--- src/rtl/pin_scan_seq_if.sv ---
// rtl/pin_scan_seq_if.sv - byte handshake between the pin scanner and its UART transmitter
interface pin_scan_seq_if;
  logic [7:0] tx_byte_o;
  logic       tx_send_o;
  logic       tx_done_i;

  modport master (output tx_byte_o, output tx_send_o, input tx_done_i);
  modport slave  (input tx_byte_o, input tx_send_o, output tx_done_i);
endinterface

--- src/rtl/pin_scan_seq.sv ---
// rtl/pin_scan_seq.sv - pin blink scanner with UART report; define PIN_SCAN_LOOP_EN to repeat the scan until reset
module pin_scan_seq #(
  parameter int NUM_PINS     = 8,
  parameter int BLINK_HALF   = 6250000,
  parameter int DWELL_BLINKS = 4
) (
  input  logic                clk_i,
  input  logic                rst_i,
  input  logic                start_i,
  input  logic                pause_i,
  output logic [NUM_PINS-1:0] pins_o,
  output logic [6:0]          pin_idx_o,
  output logic                busy_o,
  output logic                done_o,
  pin_scan_seq_if.master      tx
);

  localparam logic [1:0] ST_IDLE   = 2'd0;
  localparam logic [1:0] ST_REPORT = 2'd1;
  localparam logic [1:0] ST_DWELL  = 2'd2;
  localparam logic [1:0] ST_NEXT   = 2'd3;

  // Counters hold up to their terminal value; the +1 keeps the width >= 1 for tiny parameters
  localparam int BW = $clog2(BLINK_HALF + 1);
  localparam int HW = $clog2(2 * DWELL_BLINKS + 1);
  localparam logic [BW-1:0] BLINK_LAST = BW'(BLINK_HALF - 1);
  localparam logic [BW-1:0] BLINK_ONE  = BW'(1);
  localparam logic [HW-1:0] HALF_LAST  = HW'(2 * DWELL_BLINKS - 1);
  localparam logic [HW-1:0] HALF_ONE   = HW'(1);
  localparam logic [6:0]    LAST_PIN   = 7'(NUM_PINS - 1);
  localparam logic [2:0]    LAST_BYTE  = 3'd4;

  logic [1:0]    state_q, state_d;
  logic [6:0]    pin_idx_q, pin_idx_d;
  logic [2:0]    byte_cnt_q, byte_cnt_d;
  logic          tx_send_q, tx_send_d;
  logic [7:0]    tx_byte_q, tx_byte_d;
  logic [BW-1:0] blink_cnt_q, blink_cnt_d;
  logic [HW-1:0] half_cnt_q, half_cnt_d;
  logic          pin_lvl_q, pin_lvl_d;
  logic          done_q, done_d;

  logic [6:0]    tens;
  logic [6:0]    units;
  logic [7:0]    report_byte;

  // ASCII byte for the current position of the "Pnn\r\n" report line
  always_comb begin
    tens        = pin_idx_q / 7'd10;
    units       = pin_idx_q % 7'd10;
    report_byte = 8'h0A;
    case (byte_cnt_q)
      3'd0:    report_byte = 8'h50;
      3'd1:    report_byte = 8'h30 + {1'b0, tens};
      3'd2:    report_byte = 8'h30 + {1'b0, units};
      3'd3:    report_byte = 8'h0D;
      default: report_byte = 8'h0A;
    endcase
  end

  // Next-state logic for the scan sequencer, UART handshake and blink timers
  always_comb begin
    state_d     = state_q;
    pin_idx_d   = pin_idx_q;
    byte_cnt_d  = byte_cnt_q;
    tx_send_d   = tx_send_q;
    tx_byte_d   = tx_byte_q;
    blink_cnt_d = blink_cnt_q;
    half_cnt_d  = half_cnt_q;
    pin_lvl_d   = pin_lvl_q;
    done_d      = 1'b0;

    case (state_q)
      ST_IDLE: begin
        if (start_i) begin
          state_d    = ST_REPORT;
          pin_idx_d  = '0;
          byte_cnt_d = '0;
          tx_send_d  = 1'b1;
          tx_byte_d  = 8'h50;
        end
      end

      ST_REPORT: begin
        if (tx_send_q) begin
          // The acknowledge only counts while a byte is on offer
          if (tx.tx_done_i) begin
            tx_send_d = 1'b0;
            if (byte_cnt_q == LAST_BYTE) begin
              state_d     = ST_DWELL;
              byte_cnt_d  = '0;
              pin_lvl_d   = 1'b1;
              blink_cnt_d = '0;
              half_cnt_d  = '0;
            end else begin
              byte_cnt_d = byte_cnt_q + 3'd1;
            end
          end
        end else begin
          // One idle cycle after each acknowledge, then offer the next byte
          tx_send_d = 1'b1;
          tx_byte_d = report_byte;
        end
      end

      ST_DWELL: begin
        if (!pause_i) begin
          if (blink_cnt_q == BLINK_LAST) begin
            blink_cnt_d = '0;
            pin_lvl_d   = ~pin_lvl_q;
            if (half_cnt_q == HALF_LAST) begin
              half_cnt_d = '0;
              pin_lvl_d  = 1'b0;
              state_d    = ST_NEXT;
            end else begin
              half_cnt_d = half_cnt_q + HALF_ONE;
            end
          end else begin
            blink_cnt_d = blink_cnt_q + BLINK_ONE;
          end
        end
      end

      default: begin
        byte_cnt_d = '0;
        if (pin_idx_q < LAST_PIN) begin
          pin_idx_d = pin_idx_q + 7'd1;
          state_d   = ST_REPORT;
          tx_send_d = 1'b1;
          tx_byte_d = 8'h50;
        end else begin
          pin_idx_d = '0;
`ifdef PIN_SCAN_LOOP_EN
          state_d   = ST_REPORT;
          tx_send_d = 1'b1;
          tx_byte_d = 8'h50;
`else
          state_d   = ST_IDLE;
          done_d    = 1'b1;
`endif
        end
      end
    endcase
  end

  // State and datapath registers, all cleared asynchronously by rst_i
  always_ff @(posedge clk_i or posedge rst_i) begin
    if (rst_i) begin
      state_q     <= ST_IDLE;
      pin_idx_q   <= '0;
      byte_cnt_q  <= '0;
      tx_send_q   <= 1'b0;
      tx_byte_q   <= 8'h00;
      blink_cnt_q <= '0;
      half_cnt_q  <= '0;
      pin_lvl_q   <= 1'b0;
      done_q      <= 1'b0;
    end else begin
      state_q     <= state_d;
      pin_idx_q   <= pin_idx_d;
      byte_cnt_q  <= byte_cnt_d;
      tx_send_q   <= tx_send_d;
      tx_byte_q   <= tx_byte_d;
      blink_cnt_q <= blink_cnt_d;
      half_cnt_q  <= half_cnt_d;
      pin_lvl_q   <= pin_lvl_d;
      done_q      <= done_d;
    end
  end

  // Drive only the selected pin; pin_lvl_q is low outside DWELL so pins_o is zero there
  always_comb begin
    pins_o = '0;
    for (int i = 0; i < NUM_PINS; i++) begin
      pins_o[i] = pin_lvl_q && (pin_idx_q == 7'(i));
    end
  end

  assign pin_idx_o    = pin_idx_q;
  assign busy_o       = (state_q != ST_IDLE);
  assign done_o       = done_q;
  assign tx.tx_send_o = tx_send_q;
  assign tx.tx_byte_o = tx_byte_q;

endmodule

--- src/flat_wrapper.sv ---
// flat-port wrapper written by rule: the top's interface ports become plain ports
module pin_scan_seq_flat 
#(
  parameter int NUM_PINS     = 8,
  parameter int BLINK_HALF   = 6250000,
  parameter int DWELL_BLINKS = 4
)
  (clk_i, rst_i, start_i, pause_i, pins_o, pin_idx_o, busy_o, done_o, tx_tx_byte_o, tx_tx_send_o, tx_tx_done_i);
  pin_scan_seq_if tx_i ();
  input  logic clk_i;
  input  logic rst_i;
  input  logic start_i;
  input  logic pause_i;
  output logic [NUM_PINS-1:0] pins_o;
  output logic [6:0] pin_idx_o;
  output logic busy_o;
  output logic done_o;
  output wire logic [$bits(tx_i.tx_byte_o)-1:0] tx_tx_byte_o;
  output wire logic [$bits(tx_i.tx_send_o)-1:0] tx_tx_send_o;
  input wire logic [$bits(tx_i.tx_done_i)-1:0] tx_tx_done_i;
  assign tx_tx_byte_o = tx_i.tx_byte_o;
  assign tx_tx_send_o = tx_i.tx_send_o;
  assign tx_i.tx_done_i = tx_tx_done_i;
  pin_scan_seq #(.NUM_PINS(NUM_PINS), .BLINK_HALF(BLINK_HALF), .DWELL_BLINKS(DWELL_BLINKS)) u_core (.clk_i(clk_i), .rst_i(rst_i), .start_i(start_i), .pause_i(pause_i), .pins_o(pins_o), .pin_idx_o(pin_idx_o), .busy_o(busy_o), .done_o(done_o), .tx(tx_i));
endmodule
--- config.mk ---
export PLATFORM = sky130hd
export DESIGN_NAME = pin_scan_seq_flat
export DESIGN_NICKNAME = d
export VERILOG_FILES = /design/src/rtl/pin_scan_seq_if.sv /design/src/rtl/pin_scan_seq.sv /design/src/flat_wrapper.sv
export SDC_FILE = /design/constraint.sdc
export NUM_CORES = 1
export LEC_CHECK = 0
export BUFFER_PORTS_ARGS = -buffer_cell sky130_fd_sc_hd__buf_2
export CAP_MARGIN = 25
export CELL_PAD_IN_SITES_DETAIL_PLACEMENT = 0
export CELL_PAD_IN_SITES_GLOBAL_PLACEMENT = 2
export CORE_MARGIN = 1.5
export CORE_UTILIZATION = 36
export CTS_BUF_LIST = sky130_fd_sc_hd__clkbuf_16
export CTS_CLUSTER_DIAMETER = 60
export DETAILED_ROUTE_END_ITERATION = 10
export GPL_ROUTABILITY_DRIVEN = 0
export PLACE_DENSITY_LB_ADDON = 0.1
export SLEW_MARGIN = 20
export SYNTH_ARGS = -nofsm -noshare
export SYNTH_HDL_FRONTEND = slang
export SYNTH_SLANG_ARGS = --single-unit
--- constraint.sdc ---
create_clock -name clk_i -period 2.4 [get_ports clk_i]
set_input_delay 0.36 -clock clk_i [delete_from_list [all_inputs] [get_ports clk_i]]
set_output_delay 0.36 -clock clk_i [all_outputs]
set_load 0.005 [all_outputs]
---- After elaboration in Yosys (flattened, before gate mapping) ----
Cells that the tools add are included.
word-level totals
  word-level logic and storage cells ...... 116
  input port bits ......................... 5
  register bits ........................... 50
  output and inout bits ................... 26
cells by class
  multiplexer cells ....................... 49
  reduce and logical (&&, ||, !) cells .... 23
  equality and inequality tests ........... 23
  magnitude comparators ................... 1
  div/mod/pow operators ................... 2
  add/subtract/negate cells ............... 6
  bitwise operators ....................... 3
operators by type and width
  cell                                                 count
  two-way mux 23 bit                                   5
  one-hot mux 23 bit (2 select lines)                  1
  one-hot mux 8 bit (4 select lines)                   1
  equality test 7 x 3 -> 1 bit, second input constant  4
  two-way mux 4 bit                                    6
  two-way mux 8 bit                                    3
  one-hot mux 8 bit (3 select lines)                   1
  adder 23 x 1 -> 23 bit, second input constant        1
  equality test 23 bit, second input constant          1
  adder 6 x 7 -> 8 bit, first input constant           2
  equality test 7 x 2 -> 1 bit, second input constant  2
  two-way mux 2 bit                                    7
  two-way mux 7 bit                                    2
  one-hot mux 7 bit (2 select lines)                   1
  two-way mux 1 bit                                    13
  two-way mux 3 bit                                    4
  one-hot mux 3 bit (3 select lines)                   1
  logical AND 1 bit                                    8
  != test 2 x 1 -> 1 bit, second input constant        4
  != test 2 bit, second input constant                 4
  one-hot mux 4 bit (2 select lines)                   1
  AND reduction 4 bit                                  2
  adder 7 x 1 -> 7 bit, second input constant          1
  divider 7 x 4 -> 7 bit, second input constant        1
  other kinds (27)                                     31

---- Longest topological paths before layout ----
  depth after elaboration ................. 5
  gate-level depth with buffers ........... 10
  depth with buffers taken out ............ 8

---- Worst setup path after synthesis ----
Ideal clock, no wire load.
  path type ............................... reg-to-reg
  start ................................... register u_core.state_q[0]
  end ..................................... register u_core.blink_cnt_q[18]
  data required time ...................... 2.323 ns
  setup time .............................. 0.077 ns
  slack ................................... 0.297 ns
  buffers on the path ..................... 0
  period minus slack after synthesis ...... 2.103 ns
  arrival time ............................ 2.026 ns
  stages on the path, launching flop included .. 9
  cells stage by stage .................... dfrtp_1 > inv_1 > ha_1 > a21bo_2 > a21oi_2 > nand3_1 > nand2b_1 > or3_1 > a21oi_1
on the way
  longest elaborated chain between the ends .. 3
  elaborated cells between the ends (all ways) .. 9
  those cells by class .................... eq/ne (6); mux (1); reduce/logical (2)
ends and longest elaborated chain
  what                                                                        line                 RTL
  from (decl)                                                                 pin_scan_seq.sv:33   logic [1:0] state_q, state_d;
  from (signal assigned)                                                      pin_scan_seq.sv:159  state_q <= state_d;
  equality test 2 x 1 -> 1 bit / equality test 2 bit (equally long branches)  pin_scan_seq.sv:73   case (state_q)
  != test 2 x 1 -> 1 bit (no source line), or another cell as far along       n/a
  AND reduction 5 bit (no source line)                                        n/a
  to (signal assigned)                                                        pin_scan_seq.sv:164  blink_cnt_q <= blink_cnt_d;
  to (decl)                                                                   pin_scan_seq.sv:38   logic [BW-1:0] blink_cnt_q, blink_cnt_d;
Parallel ways exist; a longest one is shown, timed or not.
A chain may end at the register's enable or synchronous reset.

---- Final worst setup path ----
Same ends and word-level chain as after synthesis.

==> reports/qor.yml <==
critical_path:
  required_ns: 2.61
  path_buf_inv: 1
  max_stage_delay_ns: 0.40
  cp_cell_sequence: "inv_1 > ha_1 > a21bo_2 > a21oi_4 > nand3_1 > nand2b_2 > or3_1 > a21oi_1"
  crit_family: "simple AND/OR/NAND/NOR gates"
  cp_max_fo: 8
  path_class: "reg2reg"
  cp_slowest_cell: "dfrtp_1"
  start_kind: "register"
  r2r_cells: 8
  arrival_ns: 2.43
  cp-end-kind: "register"
  worstSetupPathDepth: 8
global_route:
  track_usage_pct: 16.8
  grt_pass1_vias: 2703
  grt_start_max_net_pins: 31
  grt.overflow.total: 0
  antenna_found_initial: 0
  grt_pass1_wl_mm: 13.1
pwr:
  leakagePower_nw: 1.71
  p_clk_share_pct: 21.3
  intPower_w: 0.00192
  power.density_nw_per_um2: 875
  swShare_pct: 40.8
  ir_drop_mv: 0.498
  finalPower_w: 0.00325
  power_switching_w: 0.00133
  power_frac_comb_pct: 45.5
  seq_power_share_pct: 33.2
route:
  via_per_inst: 5.19
  num_vias: 2690
  wirelength_mm: 7.45
  wire_per_inst_um: 14.4
  dr.pass1.iters: 4
  drtIter0Drc: 121
  drc: 0
  ant_nets: 0
clock_tree:
  clk_latency_ns: 0.29
  htree_levels: 2
  cts_buffers: 5
  cts_root_buf: "clkbuf_16"
  cts-hold-fix-buffers: 0
  clock_sinks: 50
  clockBufferDepth: 2
  cts_tree: "done"
  postCtsSetupRepairBufs: 0
  path_clk_slew_ns: 0.07
synthesis:
  synth-seq-cells: 50
  netlist_area_um2: 3170
  synth_cells: 365
  synth_nets: 385
  synth.distinct_cells: 62
  avgSynthCellArea_um2: 8.68
  yosysSeqAreaShare_pct: 39.5
  synth_edf_count: 0
  ys.warnings.count: 0
  synth_ff_type: "dfrtp_1"
  synth-async-reset-ratio_pct: 100
sta:
  clock.fmax_mhz: 451
  skew_ns: 0.00766
  tns_ns: 0
  setup_viol: 0
  rsz0062_at_grt: "no"
  layout_setup_ws_ns: 0.183
  drv_slew: 0
  hold_viol_final: 0
  slew_headroom_pct: 66.4
  fin_crit_sh_pct: 92.4
  tightest_slew_ns: 0.503
  fin_worst_hold_slack_ns: 0.0906
  min_period_ns: 2.22
placement:
  dp_hpwl_mm: 5.50
  port_buffers: 30
  place_area_um2: 3550
  pre_cts_slack_ns: 0.0336
floorplanning:
  die_w_um: 96.8
  fp.dieArea_um2: 9380
  io_pins: 31
  std_cell_rows: 34
  initial_core_util_pct: 36.7
  die_h_um: 96.8
  coreArea_um2: 8640
hold_path:
  min_path_type: "in2async"
finish:
  diodes: 0
  drive_gt1_share_pct: 18.5
  stdcell_area_um2: 3710
  nNetsFinal: 429
  syn_to_final_growth_pct: 17.1
run_status:
  status: "completed"
run:
  max_cap_viol_count: 0
## cell usage after synthesis, types with 8 or more instances
cell type,n,area (µm²)
nor3_1,10,50.1
xor2_1,11,96.3
nand2_1,37,139
nor2_1,44,165
a21oi_1,11,55.1
inv_1,22,82.6
xnor2_1,9,78.8
o21ai_0,23,115
nand3_1,20,100
and3_1,9,56.3
nand2b_1,9,56.3
dfrtp_1,50,1250
ha_1,15,188
buf_2,8,40.0
## layer usage
metal | vias to the layer above | wire, µm | track usage (%)
met2 | 22 | 3640 | 29.2
met5 | - | 0 | 0
li1 | 1367 | - | -
met3 | 9 | 158 | 2.82
met4 | 0 | 80 | 3.68
met1 | 1292 | 3560 | 21.9
## final timing paths
| path | slack, ns | startpoint | end |
|---|---|---|---|
| worst max-delay path | 0.18 | u_core.state_q[0] | u_core.blink_cnt_q[18] |
| worst max register to register | 0.18 | u_core.state_q[0] | u_core.blink_cnt_q[18] |
| worst min-delay path | 0.09 | rst_i | u_core.tx.tx_byte_o[4] |
| max in group asynchronous | 1.77 | rst_i | u_core.blink_cnt_q[4] |
| worst min register to register | 0.49 | u_core.half_cnt_q[3] | u_core.half_cnt_q[3] |
| min in group clk_i | 0.46 | tx_tx_done_i | u_core.tx.tx_send_o |
## through the flow
| step | utilization [%] | cells |
|---|---|---|
| finish | 43.0 | 518 |
| global placement | 41.2 | 510 |
| floorplan | - | 365 |
| CTS | 42.8 | 518 |
| global route | 43.0 | 518 |
| detailed placement | 41.2 | 510 |
## flip-flops by register name (all words and copies together), names as in the netlist
name	count
u_core.half_cnt_q	4
u_core.done_o	1
u_core.state_q	2
u_core.pin_idx_o	7
u_core.blink_cnt_q	23
u_core.byte_cnt_q	3
u_core.pin_lvl_q	1
u_core.tx.tx_byte_o	8
u_core.tx.tx_send_o	1
## timing repair
item | in CTS | in global routing
gates resized for setup | 0 | 4
hold endpoints to repair | 0 | 0
endpoints found under the setup margin | 0 | 12
## power groups by stage
stage	Sequential, W	Clock, W	Combinational, W
after floorplan	0.00107	0	0.00106
after global placement	0.00109	0	0.00148
after detailed placement	0.00110	0	0.00148
after CTS	0.00108	0.000728	0.00149
after global routing	0.00110	0.000755	0.00170
final	0.00108	0.000693	0.00148
## area by class of cell
type                            count  area [µm²]
Fill cell                         907        4930
Sequential cell                    50        1250
Tap cell                          108         135
Clock buffer                        5         125
Inverter                           22        82.6
Clock inverter                      3        17.5
Timing Repair Buffer               53         335
Multi-Input combinational cell    277        1760
## cells by family after synthesis
group	after synthesis	share of synthesized area (%)
DFF	50	39.5
adders and majority gates	15	5.92
buffers and inverters	38	5.29
xor gates and xnor gates	20	5.53
and+or+nand+nor	163	26.3
AOI/OAI and AO/OA	75	16.2
muxes	4	1.30
## placed cells by master (no fill, tap or decap), drive strengths merged, types with 5 or more instances in the layout
cell and instances:
dfrtp 50, nor2 44, a21oi 12, xor2 11, xnor2 9, ha 15, o31ai 5, buf 53
and3 9, nor3 10, nand2 38, nand3 21, inv 23, nand4 5, clkbuf 5, nand2b 9
a31oi 6, nor2b 6, o21ai 23
No activity file was read; power rests on OpenSTA's default activity.
